`src/rtl/local_pass_ctrl.sv`:
```
// Pass controller: loads weights and iacts from the GLB into PE clusters, starts compute,
// captures psums and drains them back, NUM_PASSES times. Define LOCAL_PASS_CTRL_TIMEOUT_EN for a compute watchdog.
module local_pass_ctrl #(
    parameter int unsigned DATA_BITWIDTH  = 16,
    parameter int unsigned ADDR_BITWIDTH  = 10,
    parameter int unsigned NUM_CLUSTERS   = 2,
    parameter int unsigned X_DIM          = 3,
    parameter int unsigned KERNEL_SIZE    = 3,
    parameter int unsigned ACT_SIZE       = 5,
    parameter int unsigned NUM_PASSES     = 2,
    parameter int unsigned W_BASE         = 0,
    parameter int unsigned A_BASE         = 100,
    parameter int unsigned PSUM_BASE      = 500,
    parameter int unsigned TIMEOUT_CYCLES = 1024
) (
    input  logic                                          clk,
    input  logic                                          reset,
    input  logic                                          start,
    output logic                                          busy,
    output logic                                          done,
    output logic                                          error,
    output logic [7:0]                                    pass_idx,
    output logic                                          glb_req_wght,
    output logic [ADDR_BITWIDTH-1:0]                      glb_addr_wght,
    input  logic [DATA_BITWIDTH-1:0]                      glb_data_wght,
    output logic                                          glb_req_iact,
    output logic [ADDR_BITWIDTH-1:0]                      glb_addr_iact,
    input  logic [DATA_BITWIDTH-1:0]                      glb_data_iact,
    output logic [NUM_CLUSTERS-1:0]                       pe_load_en_wght,
    output logic [DATA_BITWIDTH-1:0]                      pe_data_wght,
    output logic [NUM_CLUSTERS-1:0]                       pe_load_en_iact,
    output logic [DATA_BITWIDTH-1:0]                      pe_data_iact,
    output logic [NUM_CLUSTERS-1:0]                       pe_start,
    input  logic [NUM_CLUSTERS-1:0]                       pe_compute_done,
    input  logic [DATA_BITWIDTH*X_DIM*NUM_CLUSTERS-1:0]   pe_psum,
    output logic                                          psum_we,
    output logic [ADDR_BITWIDTH-1:0]                      psum_addr,
    output logic [DATA_BITWIDTH-1:0]                      psum_data
);

    localparam int unsigned K2        = KERNEL_SIZE * KERNEL_SIZE;
    localparam int unsigned A2        = ACT_SIZE * ACT_SIZE;
    localparam int unsigned NPSUM     = X_DIM * NUM_CLUSTERS;
    localparam int unsigned MAX_BEATS = (K2 > A2) ? ((K2 > NPSUM) ? K2 : NPSUM)
                                                  : ((A2 > NPSUM) ? A2 : NPSUM);
    localparam int unsigned CNT_W     = $clog2(MAX_BEATS + 1);
    localparam int unsigned CL_W      = (NUM_CLUSTERS > 1) ? $clog2(NUM_CLUSTERS) : 1;

    typedef enum logic [2:0] {
        StIdle, StLoadW, StLoadA, StSync, StCompute, StDrain, StDone
    } state_e;

    state_e                                  state_q, state_d;
    logic [CNT_W-1:0]                        cnt_q, cnt_d;
    logic [CL_W-1:0]                         wc_q, wc_d;
    logic [7:0]                              pass_q, pass_d;
    logic [NUM_CLUSTERS-1:0]                 done_bits_q, done_bits_d;
    logic [NPSUM-1:0][DATA_BITWIDTH-1:0]     psum_q, psum_d;
    logic [NUM_CLUSTERS-1:0]                 wght_en_q, wght_en_d;
    logic                                    iact_en_q, iact_en_d;
    logic                                    start_pulse_q, start_pulse_d;
    logic [DATA_BITWIDTH-1:0]                psum_sel;

`ifdef LOCAL_PASS_CTRL_TIMEOUT_EN
    localparam int unsigned WD_W = $clog2(TIMEOUT_CYCLES + 1);
    logic [WD_W-1:0] wd_q, wd_d;
    logic            error_q, error_d;
`endif

    always_comb begin
        state_d       = state_q;
        cnt_d         = cnt_q;
        wc_d          = wc_q;
        pass_d        = pass_q;
        done_bits_d   = done_bits_q;
        psum_d        = psum_q;
        wght_en_d     = '0;
        iact_en_d     = 1'b0;
        start_pulse_d = 1'b0;
`ifdef LOCAL_PASS_CTRL_TIMEOUT_EN
        wd_d          = wd_q;
        error_d       = error_q;
`endif
        glb_req_wght  = 1'b0;
        glb_req_iact  = 1'b0;
        psum_we       = 1'b0;

        unique case (state_q)
            StIdle: begin
                if (start) begin
                    state_d     = StLoadW;
                    cnt_d       = '0;
                    wc_d        = '0;
                    pass_d      = '0;
                    done_bits_d = '0;
`ifdef LOCAL_PASS_CTRL_TIMEOUT_EN
                    error_d     = 1'b0;
`endif
                end
            end
            StLoadW: begin
                glb_req_wght = 1'b1;
                for (int c = 0; c < NUM_CLUSTERS; c++) begin
                    if (wc_q == CL_W'(c)) wght_en_d[c] = 1'b1;
                end
                if (cnt_q == CNT_W'(K2 - 1)) begin
                    cnt_d = '0;
                    if (wc_q == CL_W'(NUM_CLUSTERS - 1)) begin
                        wc_d    = '0;
                        state_d = StLoadA;
                    end else begin
                        wc_d = wc_q + 1'b1;
                    end
                end else begin
                    cnt_d = cnt_q + 1'b1;
                end
            end
            StLoadA: begin
                glb_req_iact = 1'b1;
                iact_en_d    = 1'b1;
                if (cnt_q == CNT_W'(A2 - 1)) begin
                    cnt_d   = '0;
                    state_d = StSync;
                end else begin
                    cnt_d = cnt_q + 1'b1;
                end
            end
            StSync: begin
                // The last iact beat lands here; pe_start follows in the first COMPUTE cycle.
                state_d       = StCompute;
                start_pulse_d = 1'b1;
`ifdef LOCAL_PASS_CTRL_TIMEOUT_EN
                wd_d          = '0;
`endif
            end
            StCompute: begin
                for (int c = 0; c < NUM_CLUSTERS; c++) begin
                    if (pe_compute_done[c] && !done_bits_q[c]) begin
                        done_bits_d[c] = 1'b1;
                        for (int j = 0; j < X_DIM; j++) begin
                            psum_d[c*X_DIM + j] =
                                pe_psum[(c*X_DIM + j)*DATA_BITWIDTH +: DATA_BITWIDTH];
                        end
                    end
                end
                if (&done_bits_d) begin
                    state_d = StDrain;
                    cnt_d   = '0;
                end
`ifdef LOCAL_PASS_CTRL_TIMEOUT_EN
                else if (wd_q == WD_W'(TIMEOUT_CYCLES - 1)) begin
                    state_d = StDone;
                    error_d = 1'b1;
                end else begin
                    wd_d = wd_q + 1'b1;
                end
`endif
            end
            StDrain: begin
                psum_we = 1'b1;
                if (cnt_q == CNT_W'(NPSUM - 1)) begin
                    cnt_d       = '0;
                    done_bits_d = '0;
                    pass_d      = pass_q + 1'b1;
                    state_d     = (pass_q == 8'(NUM_PASSES - 1)) ? StDone : StLoadW;
                end else begin
                    cnt_d = cnt_q + 1'b1;
                end
            end
            StDone: begin
                state_d = StIdle;
                pass_d  = '0;
            end
            default: state_d = StIdle;
        endcase
    end

    always_comb begin
        psum_sel = '0;
        for (int k = 0; k < NPSUM; k++) begin
            if (cnt_q == CNT_W'(k)) psum_sel = psum_q[k];
        end
    end

    // Every output is gated so reset drives all of them to zero on the following cycle.
    assign busy            = (state_q != StIdle);
    assign done            = (state_q == StDone);
    assign pass_idx        = pass_q;
    assign glb_addr_wght   = glb_req_wght ?
        ADDR_BITWIDTH'(W_BASE + 32'(pass_q) * (NUM_CLUSTERS * K2) + 32'(wc_q) * K2
                       + 32'(cnt_q)) : '0;
    assign glb_addr_iact   = glb_req_iact ?
        ADDR_BITWIDTH'(A_BASE + 32'(pass_q) * A2 + 32'(cnt_q)) : '0;
    assign pe_load_en_wght = wght_en_q;
    assign pe_data_wght    = (|wght_en_q) ? glb_data_wght : '0;
    assign pe_load_en_iact = {NUM_CLUSTERS{iact_en_q}};
    assign pe_data_iact    = iact_en_q ? glb_data_iact : '0;
    assign pe_start        = {NUM_CLUSTERS{start_pulse_q}};
    assign psum_addr       = psum_we ?
        ADDR_BITWIDTH'(PSUM_BASE + 32'(pass_q) * NPSUM + 32'(cnt_q)) : '0;
    assign psum_data       = psum_we ? psum_sel : '0;

`ifdef LOCAL_PASS_CTRL_TIMEOUT_EN
    assign error = error_q;
`else
    assign error = 1'b0;
`endif

    always_ff @(posedge clk) begin
        if (reset) begin
            state_q       <= StIdle;
            cnt_q         <= '0;
            wc_q          <= '0;
            pass_q        <= '0;
            done_bits_q   <= '0;
            psum_q        <= '0;
            wght_en_q     <= '0;
            iact_en_q     <= 1'b0;
            start_pulse_q <= 1'b0;
`ifdef LOCAL_PASS_CTRL_TIMEOUT_EN
            wd_q          <= '0;
            error_q       <= 1'b0;
`endif
        end else begin
            state_q       <= state_d;
            cnt_q         <= cnt_d;
            wc_q          <= wc_d;
            pass_q        <= pass_d;
            done_bits_q   <= done_bits_d;
            psum_q        <= psum_d;
            wght_en_q     <= wght_en_d;
            iact_en_q     <= iact_en_d;
            start_pulse_q <= start_pulse_d;
`ifdef LOCAL_PASS_CTRL_TIMEOUT_EN
            wd_q          <= wd_d;
            error_q       <= error_d;
`endif
        end
    end

endmodule

```
`config.mk`:
```
export PLATFORM = sky130hd
export DESIGN_NAME = local_pass_ctrl
export DESIGN_NICKNAME = d
export VERILOG_FILES = /design/src/rtl/local_pass_ctrl.sv
export SDC_FILE = /design/constraint.sdc
export NUM_CORES = 1
export LEC_CHECK = 0
export CAP_MARGIN = 20
export CORE_ASPECT_RATIO = 0.9
export CORE_MARGIN = 2
export CORE_UTILIZATION = 45
export DETAILED_ROUTE_END_ITERATION = 10
export DONT_BUFFER_PORTS = 1
export PLACE_DENSITY = 0.64
export SYNTH_ARGS = -nofsm -noshare
export SYNTH_HDL_FRONTEND = slang
export SYNTH_SLANG_ARGS = --single-unit
```
`constraint.sdc`:
```
create_clock -name clk -period 4.78 [get_ports clk]
set_input_delay 0.956 -clock clk [delete_from_list [all_inputs] [get_ports clk]]
set_output_delay 0.956 -clock clk [all_outputs]
set_load 0.005 [all_outputs]
```
# ---- Word-level counts from Yosys, hierarchy flattened
# Index checks and enable logic that the tools add are counted.
dict set report op_classes {
  eq_ne 20
  bitwise 1
  mul 4
  muxes 46
  reduce_logical 21
  add_sub_neg 9
}
# cell count
set ops {}
lappend ops {{16-bit 2-to-1 mux} 9}
lappend ops {{10-bit by 5-bit adder with 10-bit output} 4}
lappend ops {{10-bit 2-to-1 mux} 3}
lappend ops {{5-bit 2-to-1 mux} 5}
lappend ops {{5-bit case mux with 5 select lines} 1}
lappend ops {{8-bit case mux with 3 select lines} 1}
lappend ops {{3-bit 2-to-1 mux} 7}
lappend ops {{3-bit case mux with 6 select lines} 1}
lappend ops {{8-bit 2-to-1 mux} 2}
lappend ops {{1-bit 2-to-1 mux} 13}
lappend ops {{2-bit != test (second input constant)} 6}
lappend ops {{3-bit AND reduction} 4}
lappend ops {{7-bit by 10-bit adder with 10-bit output (first input constant)} 1}
lappend ops {{9-bit by 10-bit adder with 10-bit output (first input constant)} 1}
lappend ops {{5-bit by 2-bit equality test with 1-bit output (second input constant)} 2}
lappend ops {{5-bit by 3-bit equality test with 1-bit output (second input constant)} 2}
lappend ops {{8-bit by 5-bit multiplier with 10-bit output (second input constant)} 1}
lappend ops {{3-bit equality test (second input constant)} 3}
lappend ops {{8-bit by 2-bit multiplier with 9-bit output (second input constant)} 1}
lappend ops {{8-bit by 4-bit multiplier with 9-bit output (second input constant)} 1}
lappend ops {{3-bit nonzero test} 3}
lappend ops {{8-bit by 1-bit adder with 8-bit output (second input constant)} 1}
lappend ops {{8-bit by 1-bit equality test with 1-bit output (second input constant)} 1}
lappend ops {{3-bit by 2-bit equality test with 1-bit output (second input constant)} 2}
lappend ops {{20 further kinds} 26}
dict set report word_totals {
  input_bits 133
  word_cells 115
  ff_bits 119
}

# ---- Logic depth before layout (Yosys ltp)
dict set report depth {
  word_depth 8
  ltp_mapped 14
}

# ---- Worst setup path after synthesis
# No wires, ideal clock.
dict set report synth_path {
  kind {reg-to-output}
  from {reg pass_q[0], in the netlist pass_idx[0]}
  to {out psum_addr[9]}
  arrival_ps 3306
  t_required_ps 3824
  slack_ps 518
  path_stages_with_launch 13
  path_cell_list {dfxtp_1 > ha_1 > inv_1 > fa_1 > inv_1 > ha_1 > ha_1 > a211oi_2 > nor2_1 > or4_1 > a31oi_1 > xnor3_1 > nor2_1}
}
dict set report synth_via {
  elab_chain_cells 4
}
# element line_no
set synth_rtl {}
lappend synth_rtl {{start, declared} 56} ;# logic [7:0] pass_q, pass_d;
lappend synth_rtl {{start signal, assigned} 228} ;# pass_q <= pass_d;
lappend synth_rtl {{8-bit by 2-bit multiplier with 9-bit output} 200} ;# ADDR_BITWIDTH'(PSUM_BASE + 32'(pass_q) * NPSUM + 32'(cnt_q)) : '0;
lappend synth_rtl {{9-bit by 10-bit adder with 10-bit output} 200}
lappend synth_rtl {{10-bit by 5-bit adder with 10-bit output} 200}
lappend synth_rtl {{10-bit 2-to-1 mux} 199} ;# assign psum_addr = psum_we ?
lappend synth_rtl {{end, declared} 37} ;# output logic [ADDR_BITWIDTH-1:0] psum_addr,
# No other way between the ends.

# ---- Worst setup path after layout
dict set report layout_path {
  from {reg pass_q[1], in the netlist pass_idx[1]}
  to {out glb_addr_iact[8]}
}
dict set report layout_via {
  elab_chain_cells 4
}
# element line_no
set layout_rtl {}
lappend layout_rtl {{8-bit by 5-bit multiplier with 10-bit output} 193} ;# ADDR_BITWIDTH'(A_BASE + 32'(pass_q) * A2 + 32'(cnt_q)) : '0;
lappend layout_rtl {{7-bit by 10-bit adder with 10-bit output} 193}
lappend layout_rtl {{10-bit by 5-bit adder with 10-bit output} 193}
lappend layout_rtl {{10-bit 2-to-1 mux} 192} ;# assign glb_addr_iact = glb_req_iact ?
lappend layout_rtl {{end, declared} 27} ;# output logic [ADDR_BITWIDTH-1:0] glb_addr_iact,
# No other way between the ends.

==> metrics <==
status=finished, final reports clean; layout cells sized above 1=5.75%; Synth area leaders=dfxtp_1 30%, nand2_1 11%, ha_1 11%; final cell count without fillers=1244; Max Freq=222 MHz; clk root buf=clkbuf_16; Worst-Margin Slew=1.06 ns; Pleak=0.00335 uW; Synth Flop Type=dfxtp_1; Post-synth EDFFs=0; nets@finish=1210; CTS H-tree depth=4; RSZ-0062 raised after global routing=no; Overall Global Routing Usage=23.3%; P&R area growth vs syn=9.28%; Row Count=45; max-slew violation count=0; CTS sink cnt=119; I/O Buffers=0; Wirelength per Cell=17.3 um; Die Span Y=129 um; #FFs+latches synth=119; Worst-Skew Late Latency=0.42 ns; Initial DRT Pass Iterations=5; crit-path leading delay family=adder cells; CP Capture Type=output pin; Buf/Inv on CP=3; number of max-cap violations=0; dpl cells=1212; startpoint types=flop; CP max-delay cell=fa_1; TritonCTS clock tree=built; vias=6685; Critical Path AT=3.56 ns; Synth Area per Inst=7.61 um2; Die ar.=18500 um2; initial core utilization=46.3%; # fillers=1643; io pins=231; largest net degree at the start of global routing=113; worst vdd ir=283 uV; Max clock buf depth=2; Worst Skew=0.00747 ns; pwr dens=360 nW/um2; Synth top area share=30.4%; Clock transition at path regs=0.06 ns; sequential share of the synthesized area=30.4%; remaining antenna violation count=0; Total Wirelength=21500 um; Final Util=50.6%; syn nets=1245; ANT cells=0; DRT iter0 DRCs=405; Slew headroom=29.3%; crit path max fanout=7; Yosys cell types=63; worst hold path class=reg -> reg; Tcrit/Tclk final=94.4%; kind of critical path=reg -> out; area of the multi-input gates=4980 um2; synthesized area=7850 um2; post-route minimum period=4.51 ns; grt total ovfl=0; CP peak stage delay=0.54 ns; CP required=3.82 ns; core area=16900 um2; final hold vios=0; sequential cell area=2380 um2; # setup viols final=0; Place WS=0.504 ns; global-route wire length before repair=33300 um; Final GP Congestion=0.892; Synth Instances=1031; die width=143 um; TNS Setup=0 ns; Detailed Place HPWL=15900 um; initial antenna violation count=0; Ys Warns=0; asr flop ratio synth=0%; area leader, netlist=dfxtp_1; vias in the first global route=6314; TritonCTS Buffers=17; final setup margin=0.266 ns; post-DR vias/cell=5.37; drt drc=0; worst-path cell chain=buf_6 -> inv_1 -> ha_1 -> fa_1 -> fa_1 -> inv_1 -> ha_1 -> o21a_1 -> o21ai_0 -> nand2b_1 -> o41a_1 -> xnor2_1 -> nor2_1
==> synthesized netlist by cell type (7+ instances only) <==
library cell / n
buf_2: 12
inv_1: 55
clkbuf_1: 40
fa_1: 14
ha_1: 67
and2_1: 16
nor2b_1: 27
nor2_1: 53
a21oi_1: 142
and3_1: 7
xnor2_1: 27
buf_4: 12
a21o_1: 7
a22o_1: 13
o21ai_0: 44
nand3_1: 21
dfxtp_1: 119
and3b_1: 13
nand2_1: 235
nor3_1: 10
xor2_1: 8
mux2i_1: 14
==> through the flow <==
| step | hold slack, ns | area (um2) | total power [uW] |
|---|---|---|---|
| floorplan | 0.432 | 7850 | 1620 |
| global placement | 0.437 | 7930 | 1750 |
| detailed placement | 0.443 | 7930 | 1760 |
| CTS | 0.450 | 8550 | 3100 |
| global route | 0.472 | 8570 | 3240 |
| finish | 0.453 | 8570 | 3080 |
==> metal layers <==
metal | vias to the layer above | share of wire, % | global-route usage (%)
met5 | - | 0 | 0
met4 | 0 | 2.2 | 6.41
met3 | 29 | 7.6 | 7.21
met2 | 236 | 48 | 40.1
met1 | 3030 | 42 | 28.2
li1 | 3390 | - | -
==> cell usage in the layout (no fill, tap or decap), types with 5 or more instances in the layout <==
cell type / count
a211oi_1: 5
a21o_1: 7
a21oi_1: 141
a22o_1: 13
and2_1: 16
and3_1: 7
and3b_1: 13
buf_4: 11
clkbuf_16: 17
dfxtp_1: 118
fa_1: 14
ha_1: 66
inv_1: 55
mux2i_1: 14
nand2_1: 235
nand2b_1: 5
nand3_1: 21
nand3b_1: 5
nor2_1: 52
nor2b_1: 27
nor3_1: 10
o211ai_1: 5
o21ai_0: 44
o21bai_1: 5
xnor2_1: 27
xor2_1: 8
==> path summary, 6_finish.rpt <==
kind	from	to	slack [ns]	cells after the start
hold / removal	psum_q[58]	psum_q[58]	0.45	2
setup / recovery	pass_idx[1]	glb_addr_iact[8]	0.27	13
hold reg to reg	psum_q[58]	psum_q[58]	0.45	2
setup reg to reg	cnt_q[0]	state_q[0]	2.08	9
==> worst min-delay path, delay by kind of cell (launching register included) <==
kind / cells / cell delay, ns
flops: 1 / 0.30
simple gates: 1 / 0.05
compound gates: 1 / 0.05
==> state kept, by name, summed over array words and instances, names as in the netlist <==
| register | cells |
|---|---|
| start_pulse_q | 1 |
| cnt_q | 5 |
| state_q | 3 |
| wc_q | 1 |
| psum_q | 96 |
| done_bits_q | 2 |
| iact_en_q | 1 |
| pe_load_en_wght | 2 |
| pass_idx | 8 |
==> area by class of cell <==
type,instances,share of cell area [%]
multi-input combinational,790,58.0
clock buffer,19,5.17
tap,235,3.43
inverter,56,2.45
sequential,119,27.8
clock inverter,13,2.01
timing repair buffer,12,1.09
==> power by group <==
part | internal (uW) | total [uW] | switching (uW) | leakage (uW)
clock | 840 | 1340 | 497 | 0.000292
combinational | 213 | 637 | 424 | 0.00210
sequential | 1040 | 1110 | 70.0 | 0.000960
==> logic make-up after synthesis <==
family	Yosys count	share of synthesized area [%]
AO/OA/AOI/OAI	245	18.3
XOR/XNOR	36	4.19
adder cells (fa/ha/maj)	81	14.3
buffers and inverters	122	6.60
flip-flops	119	30.4
multiplexers	14	1.79
other	1	0.0478
AND/OR/NAND/NOR	413	24.4
==> repair_timing <==
action                     4_1_cts  5_1_grt
setup endpoints to repair        0        2
hold buffers                     0        0
gates resized for setup          0        6
setup buffers                    0        0
(Power assumes the default switching activity.)
